**config.mk**
```make
export PLATFORM = sky130hd
export DESIGN_NAME = if_stage
export DESIGN_NICKNAME = d
export VERILOG_FILES = /design/src/rtl/if_stage.sv
export SDC_FILE = /design/constraint.sdc
export NUM_CORES = 1
export LEC_CHECK = 0
export CAP_MARGIN = 15
export CORE_ASPECT_RATIO = 1.4
export CORE_MARGIN = 10
export CORE_UTILIZATION = 51
export CTS_BUF_LIST = sky130_fd_sc_hd__clkbuf_4 sky130_fd_sc_hd__clkbuf_8
export DETAILED_ROUTE_END_ITERATION = 8
export GPL_TIMING_DRIVEN = 0
export HOLD_SLACK_MARGIN = 0.15
export MAX_ROUTING_LAYER = met4
export PLACE_DENSITY = 0.82
export SYNTH_ARGS = -nofsm -noshare
export SYNTH_HDL_FRONTEND = slang
export SYNTH_SLANG_ARGS = --single-unit
```
**constraint.sdc**
```tcl
create_clock -name clk_i -period 4.2 [get_ports clk_i]
set_clock_uncertainty 0.15 [all_clocks]
set_input_delay 0.63 -clock clk_i [delete_from_list [all_inputs] [get_ports clk_i]]
set_output_delay 0.63 -clock clk_i [all_outputs]
set_load 0.05 [all_outputs]
```
**src/rtl/if_stage.sv**
```systemverilog
// rtl/if_stage.sv - instruction fetch stage: bus handshake, prefetch FIFO, IF/ID register
// One outstanding transaction; the credit check keeps the FIFO from ever overflowing.
module if_stage #(
  parameter logic [31:0] BOOT_ADDR  = 32'h0000_0000,
  parameter int          FIFO_DEPTH = 2
) (
  input  logic        clk_i,
  input  logic        rst_ni,
  output logic        instr_req_o,
  output logic [31:0] instr_addr_o,
  input  logic        instr_gnt_i,
  input  logic        instr_rvalid_i,
  input  logic [31:0] instr_rdata_i,
  input  logic        instr_err_i,
  input  logic        redirect_i,
  input  logic [31:0] redirect_pc_i,
  input  logic        stall_id_i,
  output logic        instr_valid_id_o,
  output logic [31:0] instr_rdata_id_o,
  output logic [31:0] pc_id_o,
  output logic        fetch_err_id_o
);
  localparam int AW = $clog2(FIFO_DEPTH);
  localparam int CW = AW + 2;
  localparam logic [1:0] S_IDLE = 2'd0;
  localparam logic [1:0] S_REQ  = 2'd1;
  localparam logic [1:0] S_WAIT = 2'd2;

  logic [1:0]    state_q, state_d;
  logic [31:0]   fetch_pc_q, req_addr_q, out_pc_q;
  logic          discard_q;
  logic [31:0]   fifo_pc   [FIFO_DEPTH];
  logic [31:0]   fifo_data [FIFO_DEPTH];
  logic          fifo_err  [FIFO_DEPTH];
  logic [AW-1:0] rd_ptr_q, wr_ptr_q;
  logic [AW:0]   count_q;

  logic [31:0] target;
  logic        in_wait, in_req, ok, resp_ok, resp_acc, comb_req, grant;
  logic        fifo_empty, load_ok, bypass, push, pop;

  assign target   = {redirect_pc_i[31:2], 2'b00};
  assign in_wait  = (state_q == S_WAIT);
  assign in_req   = (state_q == S_REQ);
  assign ok       = (CW'(count_q) + CW'(in_wait)) < CW'(FIFO_DEPTH);
  assign resp_ok  = in_wait & instr_rvalid_i;
  assign resp_acc = resp_ok & ~discard_q & ~redirect_i;
  // Back-to-back request in the response cycle; suppressed on redirect so the old PC is never issued.
  assign comb_req = resp_ok & ok & ~redirect_i;

  assign instr_req_o  = in_req | comb_req;
  assign instr_addr_o = in_req ? req_addr_q : fetch_pc_q;
  assign grant        = instr_req_o & instr_gnt_i;

  assign fifo_empty = (count_q == '0);
  assign load_ok    = ~redirect_i & ~stall_id_i;
  assign bypass     = resp_acc & fifo_empty & load_ok;
  assign push       = resp_acc & ~bypass;
  assign pop        = load_ok & ~fifo_empty;

  always_comb begin
    state_d = state_q;
    case (state_q)
      S_IDLE: if (redirect_i || ok) state_d = S_REQ;
      S_REQ:  if (instr_gnt_i) state_d = S_WAIT;
      S_WAIT: begin
        if (instr_rvalid_i) begin
          if (grant)                 state_d = S_WAIT;
          else if (redirect_i || ok) state_d = S_REQ;
          else                       state_d = S_IDLE;
        end
      end
      default: state_d = S_IDLE;
    endcase
  end

  always_ff @(posedge clk_i or negedge rst_ni) begin
    if (!rst_ni) begin
      state_q    <= S_IDLE;
      fetch_pc_q <= BOOT_ADDR;
      req_addr_q <= BOOT_ADDR;
      out_pc_q   <= '0;
      discard_q  <= 1'b0;
    end else begin
      state_q <= state_d;
      if (!in_req && state_d == S_REQ) req_addr_q <= redirect_i ? target : fetch_pc_q;
      if (grant) out_pc_q <= instr_addr_o;
      // A stale request (discard set while in REQ) does not advance the fetch PC when granted.
      if (redirect_i) fetch_pc_q <= target;
      else if (grant && !(in_req && discard_q)) fetch_pc_q <= fetch_pc_q + 32'd4;
      if (redirect_i) discard_q <= in_req | (in_wait & ~instr_rvalid_i);
      else if (resp_ok) discard_q <= 1'b0;
    end
  end

  always_ff @(posedge clk_i or negedge rst_ni) begin
    if (!rst_ni) begin
      rd_ptr_q <= '0;
      wr_ptr_q <= '0;
      count_q  <= '0;
    end else if (redirect_i) begin
      rd_ptr_q <= '0;
      wr_ptr_q <= '0;
      count_q  <= '0;
    end else begin
      if (push) wr_ptr_q <= wr_ptr_q + AW'(1);
      if (pop)  rd_ptr_q <= rd_ptr_q + AW'(1);
      if (push && !pop)      count_q <= count_q + (AW+1)'(1);
      else if (pop && !push) count_q <= count_q - (AW+1)'(1);
    end
  end

  always_ff @(posedge clk_i) begin
    if (push) begin
      fifo_pc[wr_ptr_q]   <= out_pc_q;
      fifo_data[wr_ptr_q] <= instr_rdata_i;
      fifo_err[wr_ptr_q]  <= instr_err_i;
    end
  end

  always_ff @(posedge clk_i or negedge rst_ni) begin
    if (!rst_ni) begin
      instr_valid_id_o <= 1'b0;
      instr_rdata_id_o <= 32'h0000_0013;
      pc_id_o          <= '0;
      fetch_err_id_o   <= 1'b0;
    end else if (redirect_i) begin
      instr_valid_id_o <= 1'b0;
    end else if (!stall_id_i) begin
      if (!fifo_empty) begin
        instr_valid_id_o <= 1'b1;
        pc_id_o          <= fifo_pc[rd_ptr_q];
        instr_rdata_id_o <= fifo_data[rd_ptr_q];
        fetch_err_id_o   <= fifo_err[rd_ptr_q];
      end else if (bypass) begin
        instr_valid_id_o <= 1'b1;
        pc_id_o          <= out_pc_q;
        instr_rdata_id_o <= instr_rdata_i;
        fetch_err_id_o   <= instr_err_i;
      end else begin
        instr_valid_id_o <= 1'b0;
      end
    end
  end
endmodule

```
# ---- Word-level counts from Yosys, hierarchy flattened
# Memories as Yosys holds them, arrays and structs flattened.
# Index checks and enable logic that the tools add are counted.
dict set report word_totals {
  word_cells 96
  mem_bits_ro 0
  ram_bits 130
  ff_bits 169
  in_bits 71
  latchBits 0
  memories 3
  output_inout_bits 99
}
# memory depth width read_ports rd_ports_with_merged_regs wr line
set memory_table {}
lappend memory_table {fifo_data 2 32 1 0 1 33} ;# logic [31:0] fifo_data [FIFO_DEPTH];
lappend memory_table {fifo_pc 2 32 1 0 1 32} ;# logic [31:0] fifo_pc [FIFO_DEPTH];
lappend memory_table {fifo_err 2 1 1 0 1 34} ;# logic fifo_err [FIFO_DEPTH];
dict set report op_classes {
  shift 0
  bitwise_logic 20
  add_sub_neg 6
  n_reduce_logical 18
  div 0
  muxes 31
  order_cmp 1
  eq_ne 5
  n_mul 0
}
# cell count
set op_table {}
lappend op_table {{2-to-1 mux 32 bit} 8}
lappend op_table {{adder 32 x 3 -> 32 bit (second input constant)} 1}
lappend op_table {{2-to-1 mux 1 bit} 15}
lappend op_table {{2-to-1 mux 2 bit} 7}
lappend op_table {{bitwise AND 1 bit} 12}
lappend op_table {{nonzero test 2 bit} 4}
lappend op_table {{NOT 1 bit} 6}
lappend op_table {{case mux 2 bit (3 select lines)} 1}
lappend op_table {{logical AND 1 bit} 5}
lappend op_table {{== test 2 x 1 -> 1 bit (second input constant)} 2}
lappend op_table {{logical NOT 1 bit} 4}
lappend op_table {{logical NOT 2 bit} 2}
lappend op_table {{adder 2 x 1 -> 3 bit} 1}
lappend op_table {{less-than comparator 3 x 2 -> 1 bit (second input constant)} 1}
lappend op_table {{AND reduction 3 bit} 1}
lappend op_table {{nonzero test 3 bit} 1}
lappend op_table {{adder 1 bit (second input constant)} 2}
lappend op_table {{adder 2 x 1 -> 2 bit (second input constant)} 1}
lappend op_table {{== test 2 bit (second input constant)} 1}
lappend op_table {{inequality test 2 x 1 -> 1 bit (second input constant)} 1}
lappend op_table {{inequality test 2 bit (second input constant)} 1}
lappend op_table {{OR 1 bit} 2}
lappend op_table {{subtractor 2 x 1 -> 2 bit (second input constant)} 1}
lappend op_table {{logical OR 1 bit} 1}

# ---- Depth between registers and ports, before layout
dict set report depth {
  word_depth 13
  mapped_depth 8
  mapped_depth_nobuf 6
}

# ---- Worst setup path after synthesis
# Ideal clock, no wire load.
dict set report synth_path {
  kind {input-to-reg}
  start {input port redirect_i}
  end {memory fifo_data[0][0], enable pin}
  required_time_ns 3.563
  path_slack_ns -0.466
  setup_time_ns 0.487
  stages 4
  t_arrival_ns 4.029
  n_path_buf 1
  path_cell_list {clkbuf_1 -> nor3_1 -> o21ai_0 -> nor2_1}
}
dict set report synth_between {
  elab_chain_len 8
  elab_cells_between_ends 9
  classes_between {mux (2); bitwise (7)}
}
# item line
set synth_lines {}
lappend synth_lines {{start: declaration} 15} ;# input logic redirect_i,
lappend synth_lines {{NOT 1 bit (no line) *} -}
lappend synth_lines {{bitwise AND 1 bit} 47} ;# assign resp_acc = resp_ok & ~discard_q & ~redirect_i;
lappend synth_lines {{bitwise AND 1 bit (2 in a row)} 57} ;# assign bypass = resp_acc & fifo_empty & load_ok;
lappend synth_lines {{NOT 1 bit} 58} ;# assign push = resp_acc & ~bypass;
lappend synth_lines {{bitwise AND 1 bit *} 58}
lappend synth_lines {{2-to-1 mux 1 bit *} 114} ;# if (push) begin
lappend synth_lines {{2-to-1 mux 1 bit (implied by the code) *} 116} ;# fifo_data[wr_ptr_q] <= instr_rdata_i;
lappend synth_lines {{end: declaration} 33}
# Mark *: on every way between the ends. The rest lies on a longest branch, timed or not.

# ---- Final worst setup path
dict set report layout_path {
  start {register state_q[1]}
  end {output port instr_addr_o[11]}
}
dict set report layout_between {
  elab_chain_len 2
}
# item line
set layout_lines {}
lappend layout_lines {{start: declaration} 29} ;# logic [1:0] state_q, state_d;
lappend layout_lines {{start signal: assignment} 85} ;# state_q <= state_d;
lappend layout_lines {{== test 2 x 1 -> 1 bit} 44} ;# assign in_req = (state_q == S_REQ);
lappend layout_lines {{2-to-1 mux 32 bit} 52} ;# assign instr_addr_o = in_req ? req_addr_q : fetch_pc_q;
lappend layout_lines {{end: declaration} 10} ;# output logic [31:0] instr_addr_o,
# Every way passes these cells.

==> summary.txt <==
Yosys
  – Avg Cell Area, Syn: approximately 11 um2
  – Synthesis Warnings: 0
  – Register area share after synthesis: between 60% and 70%
  – Synth top area cells: dfrtp_1 (32%), edfxtp_1 (31%), nand2_1 (6.6%), mux2i_1 (5.4%), a21oi_1 (4.1%)
  – Primary FF master, synth: dfrtp_1
  – Synth top area share: 32.3%
  – Synthesized area: between 10000 and 15000 um2
  – Area leader, netlist: dfrtp_1
  – Synthesis-stage register bit count: 292
  – Synth unique cells: 50
  – Synthesized netlist cell count: approximately 1100
  – FFs w/ async S/R, synth: 56.2%
  – Synth Net Count: between 1000 and 1500
  – EDFF count, synth: approximately 130

Floorplanning
  – I/O pin cnt: between 150 and 200
  – Die Y: a little over 200 um
  – Die ar.: 31200 um2
  – Rows: 67
  – Core Area: roughly 24000 um2
  – Die span in x: 152 um
  – Starting Density: roughly half

STA
  – Maximum clock rate: 247 MHz
  – # setup viols final: 0
  – Max-slew violations: 0
  – Crit share post-route: 96.5%
  – Tmin final: just over 4 ns
  – Hold violation total from the final report: 0
  – Worst Tran Pin Value: 1.11 ns
  – RSZ-0062 raised after global routing: false
  – Worst slew margin: 25.7%

Clock tree
  – H-tree levels: 2
  – CTS Buf Count: between 40 and 50
  – # clock sinks: slightly below 300
  – Setup bufs post-CTS: 0
  – CTS tree: yes
  – CTS root buffer: clkbuf_8
  – Worst-skew pair later-pin latency: approximately 0.55 ns
  – CTS Buffer Depth: 3
  – Clk slew on worst S/H paths: approximately 0.060 ns

Placement
  – Dpl hpwl: about 23000 um
  – Gpl congestion: roughly 0.90
  – Port-buffer cells: between 150 and 200
  – Placed insts: roughly 1600
  – DP Area: 14700 um2

Layout
  – Finished Layout Cells: 1659
  – Leading cell type in the layout, fill and taps excluded: nand2_1
  – Fillcell total: about 1800
  – Ratio of cells with drive above 1 in the final layout: a little over a tenth
  – Design Area, Final: about 16000 um2
  – Area Overhead vs Synth: 24.6%
  – Most frequent cells in the layout: nand2_1 (220), clkdlybuf4s50_1 (164), dfrtp_1 (161)
  – Final core occ: 64.8%
  – Nets: about 1400

Power and ir drop
  – Pwr/cell area: between 600 and 700 nW/um2
  – Seq pwr share: 38.5%
  – Leakage: 5.90 nW
  – Worst VDD drop: roughly 0.50 mV
  – Cell-internal power: about 6.2 mW
  – Switch Pwr: 4.32 mW
  – Gate power share: 39.9%
  – Total Power: roughly 11 mW
  – Net Sw Frac: approximately two fifths
  – Clock share of power: between 20% and 30%

Min path
  – Class of the worst hold path: reg2reg
  – Hold-critical path depth: 2

GRT
  – Met1 usage: about 23%
  – First-pass GRT wire length: 50800 um
  – Total track usage: ~21%
  – Most Crowded Layer GR: met2
  – Met3 Usage GRT: about 2.9%
  – Global route overflow: 0
  – Initial antenna violation count: 2
  – Met2 Use GR: about 36%
  – Vias in the first global route: around 9600
  – Largest net degree at the start of global routing: 100

Critical path
  – Worst R2R Setup Slack: around 1.2 ns
  – Critical path class: reg2out
  – WP data required: between 3 and 4 ns
  – Worst Setup End Kind: output port
  – Reg2Reg Depth: 5
  – Crit-path max FO: 10
  – CP Launch Type: flip-flop
  – Worst path arrival time: 3.27 ns

Detailed routing
  – Routed via count: 9093
  – DRC: 0
  – Antenna-violating nets left: 0
  – DRT Wirelength: about 32000 um
  – Starting DRT DRC Count: 589
  – Routed WL per cell: 19.2 um
  – 1st-pass router iterations: 5
  – DR vias/cell: ~5.5

Status
  – Run status: finished, final reports clean

Flow run
  – Max-cap violations: 0
metal layers:
layer	share of wire [%]	vias up
met5	0	-
met4	4.0	0
met3	4.4	88
met2	52	300
met1	39	4398
li1	-	4307
critical path, stage by stage (launching register included):
cell,delay [ns]
dfrtp_1,0.47
nand2b_1,0.24
clkbuf_1,0.43
clkbuf_1,0.45
nand2_1,0.11
nand2_1,0.17
clkdlybuf4s50_1,0.84
per-stage QoR:
| step | setup slack [ns] | setup TNS (ns) | hold WS (ns) |
|---|---|---|---|
| after floorplan | -0.466 | -59.63 | 0.184 |
| after global placement | -4.39 | -1034.26 | 0.310 |
| after detailed placement | 0.648 | 0 | 0.321 |
| after CTS | 0.173 | 0 | 0.320 |
| after global routing | 0.00866 | 0 | 0.352 |
| final | 0.149 | 0 | 0.327 |
Yosys cell counts (all sizes together), types with 8 or more instances:
master,n
a21oi,101
a31oi,28
buf,17
clkbuf,60
dfrtp,161
edfxtp,128
mux2,31
mux2i,67
nand2,220
nand3,8
nor2,75
o21ai,102
xnor2,20
xor2,10
path summary, 6_finish.rpt:
path,end,startpoint
min in group asynchronous,instr_rdata_id_o[25],rst_ni
worst min-delay path,pc_id_o[22],pc_id_o[22]
max in group asynchronous,req_addr_q[26],rst_ni
worst max-delay path,instr_addr_o[11],state_q[1]
worst min register to register,pc_id_o[22],pc_id_o[22]
worst max register to register,fifo_data[0][1],state_q[0]
cell families (layout without fill, tap and decap cells):
kind of cell | count (synthesis) | after routing | share of synthesized area (%)
other | 0 | 2 | 0
adders and majority gates | 1 | 1 | 0.100
xor gates and xnor gates | 30 | 30 | 2.11
DFF | 292 | 292 | 63.8
muxes | 98 | 98 | 8.18
AOI/OAI and AO/OA | 242 | 242 | 10.4
buffers and inverters | 84 | 333 | 2.76
and+or+nand+nor | 351 | 351 | 12.7
power by group through the flow:
stage          logic [mW]  clock network, mW  registers, mW
6_report             4.22               2.29           4.07
3_5_place_dp         4.21                  0           4.11
4_1_cts              4.23               2.32           4.07
3_3_place_gp         4.13                  0           4.07
2_1_floorplan        2.04                  0           4.72
5_1_grt              4.47               2.44           4.15
area by class of cell:
type                       count  area (um2)  share of cell area (%)
antenna                        2        5.00                  0.0322
buffer                        77         318                    2.05
clock buffer                  67         810                    5.21
clock inverter                10        48.8                   0.314
inverter                       7        26.3                   0.169
multi-input combinational    722        4180                    26.9
sequential                   292        7950                    51.2
tap                          310         388                    2.50
timing repair buffer         172        1800                    11.6
registers in the layout (all words and copies together), names as in the netlist:
register and cells:
fifo_data 64, fifo_pc 62, instr_rdata_id_o 32, out_pc_q 31
pc_id_o 31, req_addr_q 31, fetch_pc_q 30, count_q 2
fifo_err 2, state_q 2, discard_q 1, fetch_err_id_o 1
instr_valid_id_o 1, rd_ptr_q 1, wr_ptr_q 1
what timing repair did:
item                                    CTS  global route
hold endpoints to repair                 62             0
endpoints found under the setup margin    0             1
hold buffers                              1             0
gates resized for setup                   0             1
Power figures use the tool's default switching activity.
